==> src/rtl/encoder_pkg.sv <==
// rtl/encoder_pkg.sv - shared types and widths for the encoder bank controller
package encoder_pkg;

    localparam int SKEW_CNT_W = 4;
    localparam int GEN_WORD_W = 16;

    typedef enum logic [1:0] {
        ST_IDLE    = 2'd0,
        ST_WRITE   = 2'd1,
        ST_PENDING = 2'd2,
        ST_SKEW    = 2'd3
    } bank_state_t;

endpackage

==> src/rtl/encoder_bank_ctrl.sv <==
// rtl/encoder_bank_ctrl.sv - generator RAM shadow-write and skewed bank-swap controller
//
// Ports:
//   clk, rst_n              clock, synchronous active-low reset
//   cfg_valid/cfg_ready     generator word handshake, cfg_data carries the word
//   frame_start             frame-boundary pulse that commits a pending word
//   we, waddr, din          registered RAM write port (shadow bank)
//   raddr0, raddr1          registered read banks for high / low order taps
//   pending                 a written word waits for frame_start
//   swap_done               one-cycle pulse when raddr0 completes the swap
module encoder_bank_ctrl
    import encoder_pkg::*;
#(
    parameter int unsigned SKEW = 4
) (
    input  logic                  clk,
    input  logic                  rst_n,
    input  logic                  cfg_valid,
    output logic                  cfg_ready,
    input  logic [GEN_WORD_W-1:0] cfg_data,
    input  logic                  frame_start,
    output logic                  we,
    output logic                  waddr,
    output logic [GEN_WORD_W-1:0] din,
    output logic                  raddr0,
    output logic                  raddr1,
    output logic                  pending,
    output logic                  swap_done
);

    // The counter starts at SKEW-1 on the raddr1 toggle so that raddr0
    // toggles exactly SKEW edges later; SKEW=0 never uses it.
    localparam logic [SKEW_CNT_W-1:0] SKEW_LOAD =
        (SKEW == 0) ? '0 : SKEW_CNT_W'(SKEW - 1);

    bank_state_t           state, state_n;
    logic [SKEW_CNT_W-1:0] cnt, cnt_n;
    logic                  we_n, waddr_n, raddr0_n, raddr1_n, swap_done_n;
    logic [GEN_WORD_W-1:0] din_n;

    always_ff @(posedge clk) begin
        if (!rst_n) begin
            state     <= ST_IDLE;
            cnt       <= '0;
            we        <= 1'b0;
            waddr     <= 1'b0;
            din       <= '0;
            raddr0    <= 1'b0;
            raddr1    <= 1'b0;
            swap_done <= 1'b0;
        end else begin
            state     <= state_n;
            cnt       <= cnt_n;
            we        <= we_n;
            waddr     <= waddr_n;
            din       <= din_n;
            raddr0    <= raddr0_n;
            raddr1    <= raddr1_n;
            swap_done <= swap_done_n;
        end
    end

    always_comb begin
        state_n     = state;
        cnt_n       = cnt;
        we_n        = 1'b0;
        waddr_n     = waddr;
        din_n       = din;
        raddr0_n    = raddr0;
        raddr1_n    = raddr1;
        swap_done_n = 1'b0;

        unique case (state)
            ST_IDLE: begin
                if (cfg_valid) begin
                    // raddr0 == raddr1 here, so ~raddr0 is the shadow bank.
                    din_n   = cfg_data;
                    waddr_n = ~raddr0;
                    we_n    = 1'b1;
                    state_n = ST_WRITE;
                end
            end
            ST_WRITE: begin
                // A frame_start coinciding with the write is deliberately dropped.
                state_n = ST_PENDING;
            end
            ST_PENDING: begin
                if (frame_start) begin
                    raddr1_n = ~raddr1;
                    if (SKEW == 0) begin
                        raddr0_n    = ~raddr0;
                        swap_done_n = 1'b1;
                        state_n     = ST_IDLE;
                    end else begin
                        cnt_n   = SKEW_LOAD;
                        state_n = ST_SKEW;
                    end
                end
            end
            ST_SKEW: begin
                if (cnt == '0) begin
                    raddr0_n    = ~raddr0;
                    swap_done_n = 1'b1;
                    state_n     = ST_IDLE;
                end else begin
                    cnt_n = cnt - 1'b1;
                end
            end
            default: state_n = ST_IDLE;
        endcase
    end

    // Ready is gated by rst_n so no word is offered acceptance during reset.
    assign cfg_ready = rst_n && (state == ST_IDLE);
    assign pending   = (state == ST_PENDING);

endmodule

==> config.mk <==
export PLATFORM = sky130hd
export DESIGN_NAME = encoder_bank_ctrl
export DESIGN_NICKNAME = d
export VERILOG_FILES = /design/src/rtl/encoder_pkg.sv /design/src/rtl/encoder_bank_ctrl.sv
export SDC_FILE = /design/constraint.sdc
export NUM_CORES = 1
export LEC_CHECK = 0
export ABC_CLOCK_PERIOD_IN_PS = 4010
export BUFFER_PORTS_ARGS = -buffer_cell sky130_fd_sc_hd__buf_2
export CORE_ASPECT_RATIO = 0.6
export CORE_UTILIZATION = 51
export DETAILED_ROUTE_END_ITERATION = 10
export GPL_TIMING_DRIVEN = 0
export PLACE_DENSITY = 0.86
export SLEW_MARGIN = 0
export SYNTH_ARGS = -nofsm -noshare
export SYNTH_HDL_FRONTEND = slang
export SYNTH_SLANG_ARGS = --single-unit
==> constraint.sdc <==
create_clock -name clk -period 4.01 [get_ports clk]
set_clock_uncertainty 0.2 [all_clocks]
set_input_delay 0.401 -clock clk [delete_from_list [all_inputs] [get_ports clk]]
set_output_delay 0.401 -clock clk [all_outputs]
set_load 0.1 [all_outputs]
==> key figures, run 1 <==
CTS
  – Clock buffer depth: 2
  – CTS Buf Count: 3
  – Clk pin slew, worst setup/hold paths: 0.10 ns
  – Cts hold-fix bufs: 0
  – Post-CTS Setup Inserts: 0
  – H-Tree Depth: 1
  – Clock sink count: 27
  – CTS tree: done
  – Clock Root Buffer: clkbuf_8
  – PostCTS Resize Cnt: 0
  – Clk_lat worst skew: 0.28 ns

Critical path
  – Worst reg-to-reg path cell count: 7
  – Req. time, crit path: 3.41 ns
  – CP startpoint: state[1]$_SDFFE_PN0P_
  – Critical path class: reg -> out
  – Critical Path AT: about 1.5 ns
  – Worst setup endpoint: pending
  – R2R Setup Slk: 2.02 ns
  – R2R Path End: din[13]$_SDFFE_PN0P_
  – Reg2Reg Launch Point: state[1]$_SDFFE_PN0P_
  – Critical path peak fanout: 7
  – Startpoint Class: flop
  – Setup crit end kind: output port

Floorplan
  – Rows: 12
  – I/O pins: 43
  – Width of the die: between 60 and 70 microns
  – Core area: 1970 sq um
  – Die height: 38.6 microns
  – Die ar.: 2430 sq um
  – Initial Util: ~58%

Timing
  – Final Slew Violations: 0
  – Sum Neg Setup Slack: 0 ns
  – Max-slew headroom: 67.4%
  – Fin. Hold Viols: 0
  – Final setup violation count: 0
  – Pin slew with the least headroom to its limit: a little under 0.5 ns
  – RSZ-0062 raised after global routing: false
  – Fmax: 475 MHz
  – Ratio of final minimum period to clock period: 52.6%
  – Final setup margin: ~1.9 ns
  – Min cycle time layout: 2.11 ns

Placement
  – Detailed placer's ending HPWL: 1.98 mm
  – Cells after DPL: 204
  – Port-buffer cells: between 40 and 50
  – Placed Area: 1380 sq um
  – Placer Congestion: 0.816
  – DP Worst Slack: 2.03 ns

Finish
  – Final Instance Area: between 1000 and 1500 sq um
  – Diode count: 0
  – Non-Filler Instances: approximately 210
  – Post-layout nets: 206
  – Area growth syn-to-layout: 25.9%
  – Share of cells above drive strength 1: 30.0%
  – Filler cells: 146
  – Final core occ: 72.8%

Yosys
  – Largest area contributor in the netlist: dfxtp_1
  – Count leader, synth: nand2_1
  – Ys flop type: dfxtp_1
  – Synth Instances: 134
  – Area share of the largest cell type after synthesis: 47.5%
  – Post-synthesis net count: about 160
  – Mapped Area: 1140 sq um
  – Yosys warns: 0
  – Seq cells post-synth: 27
  – Synth top area cells: dfxtp_1, nand2_1, a21oi_1, ha_1, inv_1
  – Average size of a mapped cell: 8.49 sq um
  – Commonest cells post-synth: nand2_1, dfxtp_1, a21oi_1
  – Distinct cells, synth: 27
  – Post-synthesis sequential area ratio: 47.5%
  – Post-synth EDFFs: 0
  – Async SR Flop Fraction: 0%

Global routing
  – Largest net degree at the start of global routing: 17
  – GRT Total Usage: 24.1%
  – Met2 usage: 43.5%
  – Routing usage on met1: 29.0%
  – Initial antenna violation count: 0
  – M3 GR Usage: between 7 and 8%
  – First-pass GRT wire length: 4.33 mm
  – Vias in the first global route: 987
  – Grt ovf: 0
  – Most Crowded Layer GR: met2

Route
  – Drt total wl: 2.72 mm
  – Routed len/inst: 13.1 microns
  – Post-DR vias/cell: 5.15
  – Routed vias: 1071
  – Antenna viol nets, final: 0
  – 1st-iter DRT viols: 28
  – Total iterations of the first detailed-routing run: 4
  – DRC: 0

Outcome
  – Status: finished clean

Pwr
  – Pwr/cell area: 790 nW/um^2
  – VDD IR-drop max: 0.000360 V
  – Pleak: ~0.67 nW

Hold path
  – Hold Path Class: in -> reg
  – Hold_sp: cfg_data[7]

Job
  – Max-Cap Viols: 0
[through the flow]
step                      power (mW)  hold slack [ns]
after floorplan                0.870            0.268
after global placement         0.955            0.238
after detailed placement       0.974            0.245
after CTS                       1.13            0.154
after global routing            1.19            0.149
final                           1.13            0.150
[registers in the layout, summed over array words and instances (netlist names)]
name,cells
waddr,1
swap_done,1
raddr0,1
cnt,4
din,16
raddr1,1
state,2
we,1
[cell families (layout without fill, tap and decap cells)]
logic type,after synthesis,in the layout,synth area share [%]
simple gates,54,54,22.1
xor+xnor,2,2,1.54
mux,3,3,2.75
flops,27,27,47.5
fa+ha+maj,5,5,5.50
compound gates,30,30,15.6
buf+inv,13,59,4.95
[cells in the final DEF, fill, tap and decap left out, types with 2 or more instances in the layout]
cell       n
buf_2     42
nand2_1   37
dfxtp_1   27
a21oi_1   22
inv_1      7
clkbuf_1   5
nor2_1     5
ha_1       5
clkbuf_8   3
and2_1     2
mux2i_1    2
nor2b_1    2
nand4_1    2
o21ai_0    2
a311oi_1   2
[power by group]
group          internal, mW  leakage, nW  switching, mW
clock                0.0706       0.0217         0.0870
sequential            0.319        0.221         0.0300
combinational         0.140        0.428          0.485
[layer usage]
metal / wire (microns) / up-vias / part of all wire, %
li1: - / 542 / -
met1: 1250 / 494 / 46
met2: 1300 / 33 / 48
met3: 151 / 2 / 5.6
met4: 15 / 0 / 0.55
met5: 0 / - / 0
[layout make-up]
class | instances | area [sq um] | share of cell area [%]
Buffer | 6 | 30.0 | 2.10
Timing Repair Buffer | 42 | 210 | 14.7
Tap cell | 28 | 35.0 | 2.45
Multi-Input combinational cell | 94 | 541 | 37.8
Inverter | 7 | 26.3 | 1.84
Sequential cell | 27 | 541 | 37.8
Clock inverter | 1 | 7.51 | 0.524
Clock buffer | 3 | 41.3 | 2.88
[worst min path at each step]
stage / slack, ns / cells past startpoint / end
3_3_place_gp: 0.24 / 2 / din[4]$_SDFFE_PN0P_
3_5_place_dp: 0.25 / 2 / din[15]$_SDFFE_PN0P_
4_1_cts: 0.15 / 3 / din[7]$_SDFFE_PN0P_
2_1_floorplan: 0.27 / 2 / state[1]$_SDFFE_PN0P_
6_report: 0.15 / 3 / din[7]$_SDFFE_PN0P_
5_1_grt: 0.15 / 3 / din[8]$_SDFFE_PN0P_
[worst max-delay path: stages (launching register included)]
cell and delay [ns]:
dfxtp_1 0.40, ha_1 0.34, buf_2 0.49
(Power assumes the default switching activity.)
==> inputs of run 2 (changes only) <==
Settings changed: ABC_AREA from default to 1, ABC_CLOCK_PERIOD_IN_PS 4010 to 1800, CORE_UTILIZATION 51 to 42, PLACE_DENSITY 0.86 to 0.76.
Clock period 4.01 ns to 1.8 ns, I/O delays scaled along.
==> run 2 against run 1 <==
Total power rose to 2.8 times the previous value. Core utilization fell by 9.4 points. Register-to-register slack got worse by 1.8 ns. Clock power rose by 120%. Combinational power rose to 3.1 times the previous value. First-iteration DRC count rose by 100%. Sequential share of layout area fell by 3.9 points. Synthesized area fell by 0.44%. Routed wire length fell by 1.2%. Critical endpoint is now cfg_ready. Largest power group unchanged.
==> key figures, run 2 <==
Placement
  – DP Worst Slack: 0.160 ns (was 2.03 ns)
  – Placer Congestion: 0.754 (was 0.816)
  – Port-buffer cells: 42 (unchanged)
  – Detailed placer's ending HPWL: 1.90 mm (was 1.98 mm)

Pwr
  – VDD IR-drop max: 0.00127 V (was 0.000360 V)
  – Sw Ratio: 57.4% (was 53.2%)
  – Seq pwr share: 28.2% (was 30.9%)
  – Clock power share: 11.0% (was 13.9%)
  – Comb power frac: 60.8% (was 55.2%)
  – Pwr/cell area: 1970 nW/um^2 (was 790 nW/um^2)
  – Sw power: 1.80 mW (was 0.601 mW)
  – Int Pwr: 1.34 mW (was 0.530 mW)
  – Pleak: 0.802 nW (was 0.670 nW)

Job
  – Max-Cap Viols: 0 (unchanged)

Global routing
  – Grt ovf: 0 (unchanged)
  – First-pass GRT wire length: 4.63 mm (was 4.33 mm)
  – Largest net degree at the start of global routing: 16 (was 17)
  – Vias in the first global route: 1150 (was 987)
  – GRT Total Usage: 20.2% (was 24.1%)
  – Initial antenna violation count: 0 (unchanged)

Yosys
  – Post-synthesis sequential area ratio: 47.7% (was 47.5%)
  – Area share of the largest cell type after synthesis: 47.7% (was 47.5%)
  – Mapped Area: 1130 sq um (was 1140 sq um)
  – Synth top area cells: dfxtp_1, nor2_1, o21ai_0, nand2_1, ha_1 (was dfxtp_1, nand2_1, a21oi_1, ha_1, inv_1)
  – Synth Instances: 153 (was 134)
  – Seq cells post-synth: 27 (unchanged)
  – Distinct cells, synth: 19 (was 27)
  – Largest area contributor in the netlist: dfxtp_1 (unchanged)
  – Ys flop type: dfxtp_1 (unchanged)
  – Count leader, synth: nor2_1 (was nand2_1)
  – Post-synth EDFFs: 0 (unchanged)
  – Average size of a mapped cell: 7.40 sq um (was 8.49 sq um)
  – Commonest cells post-synth: nor2_1, dfxtp_1, o21ai_0 (was nand2_1, dfxtp_1, a21oi_1)
  – Post-synthesis net count: 178 (was 159)
  – Async SR Flop Fraction: 0% (unchanged)
  – Yosys warns: 0 (unchanged)

Timing
  – Fin. Hold Viols: 0 (unchanged)
  – Final setup margin: 0.112 ns (was 1.90 ns)
  – Final setup violation count: 0 (unchanged)
  – RSZ-0062 raised after global routing: false (unchanged)
  – Fmax: between 500 and 600 MHz
  – Ratio of final minimum period to clock period: 93.8%
  – Max-slew headroom: 67.0% (was 67.4%)
  – Final Slew Violations: 0 (unchanged)
  – Sum Neg Setup Slack: 0 ns (unchanged)
  – Pin slew with the least headroom to its limit: 0.498 ns (was 0.493 ns)
  – Min cycle time layout: 1.69 ns

Finish
  – Most common cell after layout, fill and taps aside: nor2_1 (was buf_2)
  – Post-layout nets: 241 (was 206)
  – Filler cells: 225 (was 146)
  – Area growth syn-to-layout: 41.1% (was 25.9%)
  – Diode count: 0 (unchanged)
  – Share of cells above drive strength 1: 27.0% (was 30.0%)
  – Reg with most FFs: din (unchanged)
  – Max reg flops: 16 (unchanged)
  – Most frequent cells in the layout: nor2_1, buf_2, dfxtp_1 (was buf_2, nand2_1, dfxtp_1)
  – Final core occ: 63.3% (was 72.8%)
  – Largest regs: din (16), cnt (4), state (2) (unchanged)

Floorplan
  – Initial Util: 44.9% (was 57.8%)
  – I/O pins: 43 (unchanged)
  – Width of the die: 69.0 microns (was 63.0 microns)
  – Die ar.: 2910 sq um (was 2430 sq um)
  – Rows: 14 (was 12)
  – Core area: 2520 sq um (was 1970 sq um)
  – Die height: 42.2 microns (was 38.6 microns)

Route
  – Post-DR vias/cell: 4.70 (was 5.15)
  – 1st-iter DRT viols: 56 (was 28)
  – Routed length on met3: 151 microns (unchanged)
  – Max layer used: met4 (unchanged)
  – Routed vias: 1161 (was 1071)
  – Met2 wire length: 1.27 mm (was 1.30 mm)
  – Routed len/inst: 10.9 microns (was 13.1 microns)
  – Total iterations of the first detailed-routing run: 4 (unchanged)
  – Drt total wl: 2.68 mm (was 2.72 mm)
  – Antenna viol nets, final: 0 (unchanged)
  – DRC: 0 (unchanged)
  – Post-Route M1 WL: 1.20 mm (was 1.25 mm)

CTS
  – Post-CTS Setup Inserts: 0 (unchanged)
  – Clk_lat worst skew: 0.27 ns (was 0.28 ns)
  – H-Tree Depth: 1 (unchanged)
  – CTS tree: done (unchanged)
  – Clock Root Buffer: clkbuf_8 (unchanged)
  – Clk pin slew, worst setup/hold paths: 0.09 ns (was 0.10 ns)
  – CTS Buf Count: 3 (unchanged)
  – Clock sink count: 27 (unchanged)
  – Clock buffer depth: 2 (unchanged)

Critical path
  – Critical path class: reg -> out (unchanged)
  – Critical path peak fanout: 4 (was 7)
  – Req. time, crit path: 1.42 ns (was 3.41 ns)
  – Critical Path AT: 1.31 ns (was 1.51 ns)
  – Startpoint Class: flop (unchanged)
  – Setup crit end kind: output port (unchanged)
  – R2R Setup Slk: 0.22 ns (was 2.02 ns)

Outcome
  – Status: finished clean (unchanged)

Hold path
  – Hold Path Class: in -> reg (unchanged)
[run 2: changes by cell type after synthesis, moves of 3 or more]
| cell | before | now |
|---|---|---|
| nor2_1 | 5 | 46 |
| nand2_1 | 37 | 17 |
| a21oi_1 | 22 | 4 |
| o21ai_0 | 2 | 19 |
| inv_1 | 7 | 14 |
| nand3_1 | 0 | 4 |
| clkbuf_1 | 5 | 2 |
| nor2_2 | 0 | 3 |
[run 2: cell type report]
| class | instances | area [sq um] | share of cell area, % |
|---|---|---|---|
| inverter | 16 | 60.1 | 3.76 |
| clock buffer | 3 | 41.3 | 2.58 |
| tap | 32 | 40.0 | 2.51 |
| timing repair buffer | 58 | 375 | 23.5 |
| clock inverter | 1 | 5.00 | 0.313 |
| multi-input combinational | 106 | 510 | 31.9 |
| sequential | 27 | 541 | 33.8 |
| buffer | 4 | 25.0 | 1.57 |
[run 2: power by group through the flow]
| stage | combinational, mW | clock, mW | sequential (mW) |
|---|---|---|---|
| 2_1_floorplan | 0.707 | 0 | 1.78 |
| 3_3_place_gp | 1.83 | 0 | 0.888 |
| 3_5_place_dp | 1.87 | 0 | 0.901 |
| 4_1_cts | 1.91 | 0.349 | 0.887 |
| 5_1_grt | 2.06 | 0.372 | 0.910 |
| 6_report | 1.91 | 0.344 | 0.888 |
[run 2: final timing paths]
check	cells past startpoint	start	end
hold / removal	3	frame_start	raddr1$_SDFFE_PN0P_
setup / recovery	5	state[0]$_SDFFE_PN0P_	cfg_ready
setup reg to reg	6	state[0]$_SDFFE_PN0P_	din[7]$_SDFFE_PN0P_
hold reg to reg	2	din[12]$_SDFFE_PN0P_	din[12]$_SDFFE_PN0P_
[run 2: layer usage]
layer	global-route usage (%)	vias up
met5	0	-
met4	7.35	0
met3	6.73	8
met2	37.1	33
met1	22.0	518
li1	-	602
[run 2: logic make-up after synthesis]
group,Yosys count,share of synthesized area [%]
AOI/OAI and AO/OA,26,11.7
xor gates and xnor gates,1,0.774
adders and majority gates,5,5.52
buffers and inverters,20,7.40
DFF,27,47.7
and+or+nand+nor,74,26.9
[run 2: stage by stage]
step           hold WS, ns  cells  power, mW  cell area, sq um
6_report           0.00330    247       3.14              1600
5_1_grt             0.0177    247       3.34              1600
4_1_cts            0.00381    247       3.14              1590
3_5_place_dp         0.237    227       2.77              1390
3_3_place_gp         0.229    227       2.72              1390
2_1_floorplan        0.116    153       2.48              1130
[run 2: critical path, cell delays in order, from the launching register on]
cell and delay [ns]:
dfxtp_1 0.33, inv_1 0.08, ha_1 0.23, nand2_1 0.07, inv_1 0.05, buf_4 0.28
[run 2: timing repair]
item | CTS | global route
endpoints found under the hold margin | 16 | 0
resized for setup | 1 | 3
pin swaps | 0 | 0
hold buffers | 16 | 0
setup endpoints to repair | 1 | 6
